### src/rtl/game_pkg.sv
// Shared constants and helpers for the battle controller: state codes, opcodes,
// key codes and instruction field access.
package game_pkg;

  localparam logic [7:0] MON_HP_INIT = 8'd100;
  localparam logic [7:0] MON_ATK     = 8'd5;
  localparam logic [7:0] PL_HP_INIT  = 8'd20;
  localparam logic [7:0] PL_ATK_INIT = 8'd10;
  localparam logic [7:0] PL_SIZE     = 8'd16;
  localparam logic [7:0] BOX_X0      = 8'd40;
  localparam logic [7:0] BOX_X1      = 8'd120;
  localparam logic [7:0] BOX_Y0      = 8'd40;
  localparam logic [7:0] BOX_Y1      = 8'd80;
  localparam logic [7:0] STEP        = 8'd2;
  localparam logic [7:0] POS_X_INIT  = 8'd80;
  localparam logic [7:0] POS_Y_INIT  = 8'd60;

  localparam int DODGE_CYCLES = 64;
  localparam int CNT_W        = $clog2(DODGE_CYCLES);

  typedef enum logic [7:0] {
    ST_MENU   = 8'd0,
    ST_ATTACK = 8'd1,
    ST_DODGE  = 8'd2,
    ST_CHECK  = 8'd3,
    ST_WIN    = 8'd4,
    ST_LOSE   = 8'd5
  } state_e;

  localparam logic [3:0] OP_NOP    = 4'd0;
  localparam logic [3:0] OP_MOVE   = 4'd1;
  localparam logic [3:0] OP_DAMAGE = 4'd2;
  localparam logic [3:0] OP_RESET  = 4'd3;

  localparam logic [3:0] KEY_NONE    = 4'd0;
  localparam logic [3:0] KEY_UP      = 4'd1;
  localparam logic [3:0] KEY_RIGHT   = 4'd4;
  localparam logic [3:0] KEY_CONFIRM = 4'd5;

  localparam logic [1:0] DIR_UP    = 2'd0;
  localparam logic [1:0] DIR_DOWN  = 2'd1;
  localparam logic [1:0] DIR_LEFT  = 2'd2;
  localparam logic [1:0] DIR_RIGHT = 2'd3;

  function automatic logic [3:0] instr_op(input logic [15:0] instr);
    return instr[15:12];
  endfunction

  function automatic logic [1:0] instr_dir(input logic [15:0] instr);
    return instr[1:0];
  endfunction

  function automatic logic [7:0] instr_amt(input logic [15:0] instr);
    return instr[7:0];
  endfunction

  function automatic logic [15:0] make_instr(input logic [3:0] op, input logic [11:0] arg);
    return {op, arg};
  endfunction

  // Subtract with floor at zero.
  function automatic logic [7:0] sat_sub(input logic [7:0] a, input logic [7:0] b);
    return (b >= a) ? 8'd0 : a - b;
  endfunction

endpackage

### src/rtl/game_player.sv
// Player datapath: holds HP/ATK/size/position and executes one instruction per clock.
module game_player
  import game_pkg::*;
(
  input  logic        clk,
  input  logic        rst,
  input  logic [15:0] instr,
  output logic [7:0]  hp,
  output logic [7:0]  atk,
  output logic [7:0]  size,
  output logic [15:0] position,
  output logic        is_death,
  output logic [31:0] p_state
);

  logic [7:0] hp_q, hp_d, atk_q, atk_d, size_q, size_d;
  logic [7:0] x_q, x_d, y_q, y_d;
  logic [3:0] last_op_q, last_op_d;
  logic [8:0] x_inc, y_inc;

  // Widened so a move near 255 cannot wrap before the clamp.
  assign x_inc = {1'b0, x_q} + {1'b0, STEP};
  assign y_inc = {1'b0, y_q} + {1'b0, STEP};

  always_comb begin
    hp_d      = hp_q;
    atk_d     = atk_q;
    size_d    = size_q;
    x_d       = x_q;
    y_d       = y_q;
    last_op_d = OP_NOP;
    case (instr_op(instr))
      OP_MOVE: begin
        last_op_d = OP_MOVE;
        case (instr_dir(instr))
          DIR_UP:    y_d = (y_q >= BOX_Y0 + STEP) ? y_q - STEP : BOX_Y0;
          DIR_DOWN:  y_d = (y_inc <= {1'b0, BOX_Y1}) ? y_inc[7:0] : BOX_Y1;
          DIR_LEFT:  x_d = (x_q >= BOX_X0 + STEP) ? x_q - STEP : BOX_X0;
          DIR_RIGHT: x_d = (x_inc <= {1'b0, BOX_X1}) ? x_inc[7:0] : BOX_X1;
        endcase
      end
      OP_DAMAGE: begin
        last_op_d = OP_DAMAGE;
        hp_d      = sat_sub(hp_q, instr_amt(instr));
      end
      OP_RESET: begin
        last_op_d = OP_RESET;
        hp_d      = PL_HP_INIT;
        atk_d     = PL_ATK_INIT;
        size_d    = PL_SIZE;
        x_d       = POS_X_INIT;
        y_d       = POS_Y_INIT;
      end
      default: ;
    endcase
  end

  always_ff @(posedge clk or posedge rst) begin
    if (rst) begin
      hp_q      <= PL_HP_INIT;
      atk_q     <= PL_ATK_INIT;
      size_q    <= PL_SIZE;
      x_q       <= POS_X_INIT;
      y_q       <= POS_Y_INIT;
      last_op_q <= OP_NOP;
    end else begin
      hp_q      <= hp_d;
      atk_q     <= atk_d;
      size_q    <= size_d;
      x_q       <= x_d;
      y_q       <= y_d;
      last_op_q <= last_op_d;
    end
  end

  assign hp       = hp_q;
  assign atk      = atk_q;
  assign size     = size_q;
  assign position = {x_q, y_q};
  assign is_death = (hp_q == 8'd0);
  assign p_state  = {hp_q, atk_q, size_q, last_op_q, 3'b000, is_death};

endmodule

### src/rtl/game_machine.sv
// Battle controller FSM and monster HP; issues registered instructions to the player.
module game_machine
  import game_pkg::*;
(
  input  logic        clk,
  input  logic        reset,
  input  logic [3:0]  keyboard,
  input  logic        atkPass,
  input  logic [7:0]  dmgMon,
  output logic [7:0]  state,
  output logic [15:0] playerInstruction,
  output logic        isMove,
  output logic [7:0]  monHP,
  output logic        isDeath,
  output logic [31:0] pState,
  output logic [15:0] position,
  output logic [7:0]  size,
  output logic [7:0]  HP,
  output logic [7:0]  ATK
);

  state_e           state_q, state_d;
  logic [7:0]       mon_hp_q, mon_hp_d;
  logic [15:0]      instr_q, instr_d;
  logic [CNT_W-1:0] cnt_q, cnt_d;
  logic             is_move_q;
  logic [3:0]       key_m1;
  logic [7:0]       hp_landing;

  assign key_m1 = keyboard - 4'd1;

  // In CHECK the DAMAGE is still in the instruction register, so decide on the HP it leaves.
  assign hp_landing = (instr_op(instr_q) == OP_DAMAGE) ? sat_sub(HP, instr_amt(instr_q)) : HP;

  always_comb begin
    state_d  = state_q;
    mon_hp_d = mon_hp_q;
    cnt_d    = cnt_q;
    instr_d  = make_instr(OP_NOP, 12'd0);
    case (state_q)
      ST_MENU: begin
        if (keyboard == KEY_CONFIRM) state_d = ST_ATTACK;
      end
      ST_ATTACK: begin
        if (atkPass) begin
          mon_hp_d = sat_sub(mon_hp_q, dmgMon);
          cnt_d    = '0;
          state_d  = (mon_hp_d == 8'd0) ? ST_WIN : ST_DODGE;
        end
      end
      ST_DODGE: begin
        if (keyboard >= KEY_UP && keyboard <= KEY_RIGHT)
          instr_d = make_instr(OP_MOVE, {10'd0, key_m1[1:0]});
        cnt_d = cnt_q + 1'b1;
        if (cnt_q == CNT_W'(DODGE_CYCLES - 1)) begin
          instr_d = make_instr(OP_DAMAGE, {4'd0, MON_ATK});
          state_d = ST_CHECK;
        end
      end
      ST_CHECK: begin
        state_d = (hp_landing == 8'd0) ? ST_LOSE : ST_MENU;
      end
      ST_WIN, ST_LOSE: ;
      default: state_d = ST_MENU;
    endcase
  end

  always_ff @(posedge clk or posedge reset) begin
    if (reset) begin
      state_q   <= ST_MENU;
      mon_hp_q  <= MON_HP_INIT;
      instr_q   <= make_instr(OP_NOP, 12'd0);
      cnt_q     <= '0;
      is_move_q <= 1'b0;
    end else begin
      state_q   <= state_d;
      mon_hp_q  <= mon_hp_d;
      instr_q   <= instr_d;
      cnt_q     <= cnt_d;
      is_move_q <= (state_d == ST_DODGE);
    end
  end

  game_player u_player (
    .clk      (clk),
    .rst      (reset),
    .instr    (instr_q),
    .hp       (HP),
    .atk      (ATK),
    .size     (size),
    .position (position),
    .is_death (isDeath),
    .p_state  (pState)
  );

  assign state             = state_q;
  assign playerInstruction = instr_q;
  assign isMove            = is_move_q;
  assign monHP             = mon_hp_q;

endmodule

### config.mk
export PLATFORM = sky130hd
export DESIGN_NAME = game_machine
export DESIGN_NICKNAME = d
export VERILOG_FILES = /design/src/rtl/game_pkg.sv /design/src/rtl/game_player.sv /design/src/rtl/game_machine.sv
export SDC_FILE = /design/constraint.sdc
export NUM_CORES = 1
export LEC_CHECK = 0
export BUFFER_PORTS_ARGS = -buffer_cell sky130_fd_sc_hd__buf_2
export CAP_MARGIN = 20
export CORE_MARGIN = 2
export CORE_UTILIZATION = 54
export CTS_CLUSTER_SIZE = 10
export DETAILED_ROUTE_END_ITERATION = 8
export MAX_ROUTING_LAYER = met4
export PLACE_DENSITY_LB_ADDON = 0.2
export REMOVE_ABC_BUFFERS = 1
export SETUP_SLACK_MARGIN = 0.3
export SYNTH_ARGS = -nofsm -noshare
export SYNTH_HDL_FRONTEND = slang
export SYNTH_HIERARCHICAL = 1
export SYNTH_SLANG_ARGS = --single-unit
### constraint.sdc
create_clock -name clk -period 2.3 [get_ports clk]
set_input_delay 0.345 -clock clk [delete_from_list [all_inputs] [get_ports clk]]
set_output_delay 0.345 -clock clk [all_outputs]
set_load 0.05 [all_outputs]
==> results.txt <==
The final estimated routing congestion in global placement came out at between 0.9 and 1. For the final database, setup skew stands at 0.0147 ns. Setup repair after global routing could not meet its margin everywhere.

The area enclosed by the die boundary came out at 9190 sq um. The number of distinct library cells after synthesis is 72. The number of optimization iterations in the first detailed-route pass came out at 5.

The HPWL after detailed placement is 7.97 mm. The type of the setup path with the least slack is reg2reg. The number of I/O port buffers came out at 70. The total power divided by cell area came out at 321 nW/um^2. The final number of max-transition violations is 0.

The register-to-register setup slack came out at 0.10 ns. The peak fanout along the critical path is 3. The post-cts hold buffer count came out at 0. The area taken by flip-flops and latches came out at 1290 sq um. The total global routing overflow is 0. The path class of the tightest hold or removal check is in2async. The synthesis warning total is 6. The kind of start point of the critical path is a flip-flop. The vertical die dimension came out at between 90 and 100 microns. In the layout the commonest cells are sky130_fd_sc_hd__buf_2, sky130_fd_sc_hd__conb_1, sky130_fd_sc_hd__buf_4, sky130_fd_sc_hd__nand2_1, sky130_fd_sc_hd__inv_1. The number of antenna violations at the first check in global routing is 0. After detailed placement, the design holds a cell count of 722. The count of fill cells added during filler insertion came out at 661. The total of flip-flops plus latches after synthesis is 51.

The data required time of the worst path is around 2.6 ns. The total of max-cap violations is 0. In this run, the number of DRC markers left after iteration 0 of detailed routing was 277. The antenna diode instance count is 0. The library cell used most frequently in the layout, excluding fill and tap cells, is sky130_fd_sc_hd__buf_2. Counting flops with a built-in enable in the synthesized netlist gives 0. The number of nets with antenna violations after detailed routing came out at 0.

The first-pass GRT wire length is 17.8 mm. The final count of hold timing violations came out at 0. The worst-skew pair later-pin latency is 0.31 ns. The synthesized area per cell came out at 8.33 sq um. Static timing analysis puts the maximum clock frequency at 0.455 GHz.

TritonCTS built the clock tree. Among all flip-flop cells after synthesis, the most frequent one is sky130_fd_sc_hd__dfrtp_1. The area share of the largest cell type after synthesis is 0.220. The total wire length came out at 11.9 mm. The H-tree was split into 2 levels. The TritonCTS sink count came out at between 50 and 60.

The number of clock buffers inserted by TritonCTS came out at 5. The proportion of synthesized flip-flops having asynchronous set or reset is 1.00. Compared with the post-synthesis result, the final layout area differs by 23.0%. The gate count after technology mapping is 547. The clock root buffer master is sky130_fd_sc_hd__clkbuf_8. Dividing the detail-routed via count by the number of cells gives 5.69. The CTS clock-pin slew for the worst setup and hold paths came out at 0.10 ns. The row count is 33. The number of buffers on the longest clock path came out at 2. The register area share after synthesis came out at 0.283.

The static leakage power came out at roughly 0.0026 uW. The width of the die came out at around 96 microns. The number of global-route vias before repair came out at 3895. The I/O pin total came out at 121.

The detailed-route via count is 4346. The run finished with clean final reports. For this run, design rule violations remaining after detail routing come to 0. The starting density of the core came out at 0.555.

The post-route minimum period came out at 2.20 ns. The endpoint arrival time on the critical path came out at 2.45 ns. The area of the multi-input gates came out at roughly 3100 sq um. Across all setup checks in the final design, the least slack found is 0.101 ns. Entering global routing, the biggest net connects 28 pins. The total of endpoints with negative setup slack in the final report is 0. The share of post-route cells with drive strength above 1 came out at 0.332.

The number of non-filler instances in the completed layout is 764. In the final routed layout, each cell accounts on average for 15.6 microns. The worst max-slew margin expressed relative to the limit came out at 0.644. The worst slack at placement came out at between 0.005 and 0.006 ns. The largest total area in the synthesized netlist belongs to sky130_fd_sc_hd__dfrtp_1. The maximum vdd ir drop is 0.220 mV. In the post-synthesis netlist, the biggest area contributors are sky130_fd_sc_hd__dfrtp_1, sky130_fd_sc_hd__buf_4, sky130_fd_sc_hd__ha_1. STA classifies the critical path endpoint as a flip-flop. After floorplanning, the core was sized to cover between 8000 and 9000 sq um. Across every metal layer, demand over resource in global routing totals 0.248.

The final layout net count came out at 704. The pin slew with the least headroom to its limit came out at 0.527 ns. The area of the mapped netlist is 4560 sq um. The final clock period utilization by the worst path came out at 0.956.
==> worst max-delay path, stage by stage, from the launching register on <==
cell	delay (ns)
sky130_fd_sc_hd__dfrtp_1	0.41
sky130_fd_sc_hd__inv_2	0.07
sky130_fd_sc_hd__ha_4	0.14
sky130_fd_sc_hd__inv_2	0.04
sky130_fd_sc_hd__fa_2	0.39
sky130_fd_sc_hd__xor2_2	0.17
sky130_fd_sc_hd__nor4b_2	0.29
sky130_fd_sc_hd__o21ai_1	0.14
sky130_fd_sc_hd__nor3_1	0.15
sky130_fd_sc_hd__a31o_2	0.20
sky130_fd_sc_hd__a221o_1	0.13
==> per-stage QoR <==
step | hold slack, ns | total power (uW) | utilization | setup TNS, ns | area (sq um)
floorplan | 0.354 | 1210 | - | -3.31 | 4230
global placement | 0.433 | 1260 | 0.592 | 0 | 4860
detailed placement | 0.432 | 1260 | 0.592 | 0 | 4860
CTS | 0.0956 | 1780 | 0.648 | 0 | 5320
global route | 0.115 | 1870 | 0.682 | -0.0150 | 5600
finish | 0.0927 | 1800 | 0.682 | 0 | 5600
==> cell type report <==
class	count	area share
Clock inverter	2	0.00223
Multi-Input combinational cell	431	0.557
Timing Repair Buffer	123	0.142
Clock buffer	6	0.0129
Inverter	46	0.0308
Tap cell	105	0.0234
Sequential cell	51	0.231
==> cell usage after synthesis, types with 7 or more instances <==
cell / number
sky130_fd_sc_hd__a211oi_1: 7
sky130_fd_sc_hd__o21a_1: 11
sky130_fd_sc_hd__nor2b_1: 9
sky130_fd_sc_hd__dfstp_2: 11
sky130_fd_sc_hd__o31ai_1: 9
sky130_fd_sc_hd__dfrtp_1: 40
sky130_fd_sc_hd__nor3_1: 8
sky130_fd_sc_hd__o21ai_0: 25
sky130_fd_sc_hd__a21oi_1: 27
sky130_fd_sc_hd__a31oi_1: 10
sky130_fd_sc_hd__ha_1: 28
sky130_fd_sc_hd__nand4_1: 8
sky130_fd_sc_hd__nor2_1: 33
sky130_fd_sc_hd__xor2_1: 9
sky130_fd_sc_hd__clkbuf_1: 12
sky130_fd_sc_hd__buf_4: 61
sky130_fd_sc_hd__nand2_1: 44
sky130_fd_sc_hd__nand3_1: 11
sky130_fd_sc_hd__inv_1: 44
sky130_fd_sc_hd__nand2b_1: 8
sky130_fd_sc_hd__a211o_1: 7
==> per-layer routing <==
| layer | track usage | vias to the layer above | part of all wire |
|---|---|---|---|
| met5 | - | - | 0 |
| met4 | 0.0714 | 0 | 0.022 |
| met3 | 0.0321 | 34 | 0.052 |
| met2 | 0.424 | 161 | 0.52 |
| met1 | 0.308 | 2082 | 0.41 |
| li1 | - | 2069 | - |
==> final timing paths <==
| path | start | endpoint | cells after the start |
|---|---|---|---|
| worst max-delay path | monHP[0] | state[2] | 10 |
| worst min-delay path | reset | u_player/y_q[7] | 3 |
| worst max register to register | monHP[0] | state[2] | 10 |
| worst min register to register | cnt_q[5] | cnt_q[5] | 1 |
| max in group asynchronous | reset | monHP[2] | 3 |
| min in group clk | dmgMon[0] | monHP[0] | 3 |
==> cell families after synthesis <==
family                     Yosys count  share of synthesized area
AOI/OAI and AO/OA                  157                      0.243
other                                3                    0.00247
muxes                                2                    0.00439
buffers and inverters              125                      0.158
adders and majority gates           31                     0.0901
and+or+nand+nor                    164                      0.192
DFF                                 51                      0.283
xor gates and xnor gates            14                     0.0269
==> sequential cells by signal, indices dropped and copies added (netlist names) <==
register	count
u_player/hp	8
state	8
isMove	1
playerInstruction	4
u_player/last_op_q	2
monHP	8
u_player/x_q	7
cnt_q	6
u_player/y_q	7
==> what timing repair did <==
action                                  CTS  global route
resized for setup                        53            46
buffers inserted                         22            11
endpoints found under the setup margin   29            38
endpoints found under the hold margin     0             0
pin swaps                                26            40
gates cloned                              1             0
==> power by group <==
part | total [uW] | internal [uW] | leakage [uW] | switching [uW]
clock network | 516 | 214 | 0.0000412 | 302
registers | 909 | 904 | 0.000606 | 5.43
logic | 372 | 77.9 | 0.00200 | 294
Power figures use the tool's default switching activity.
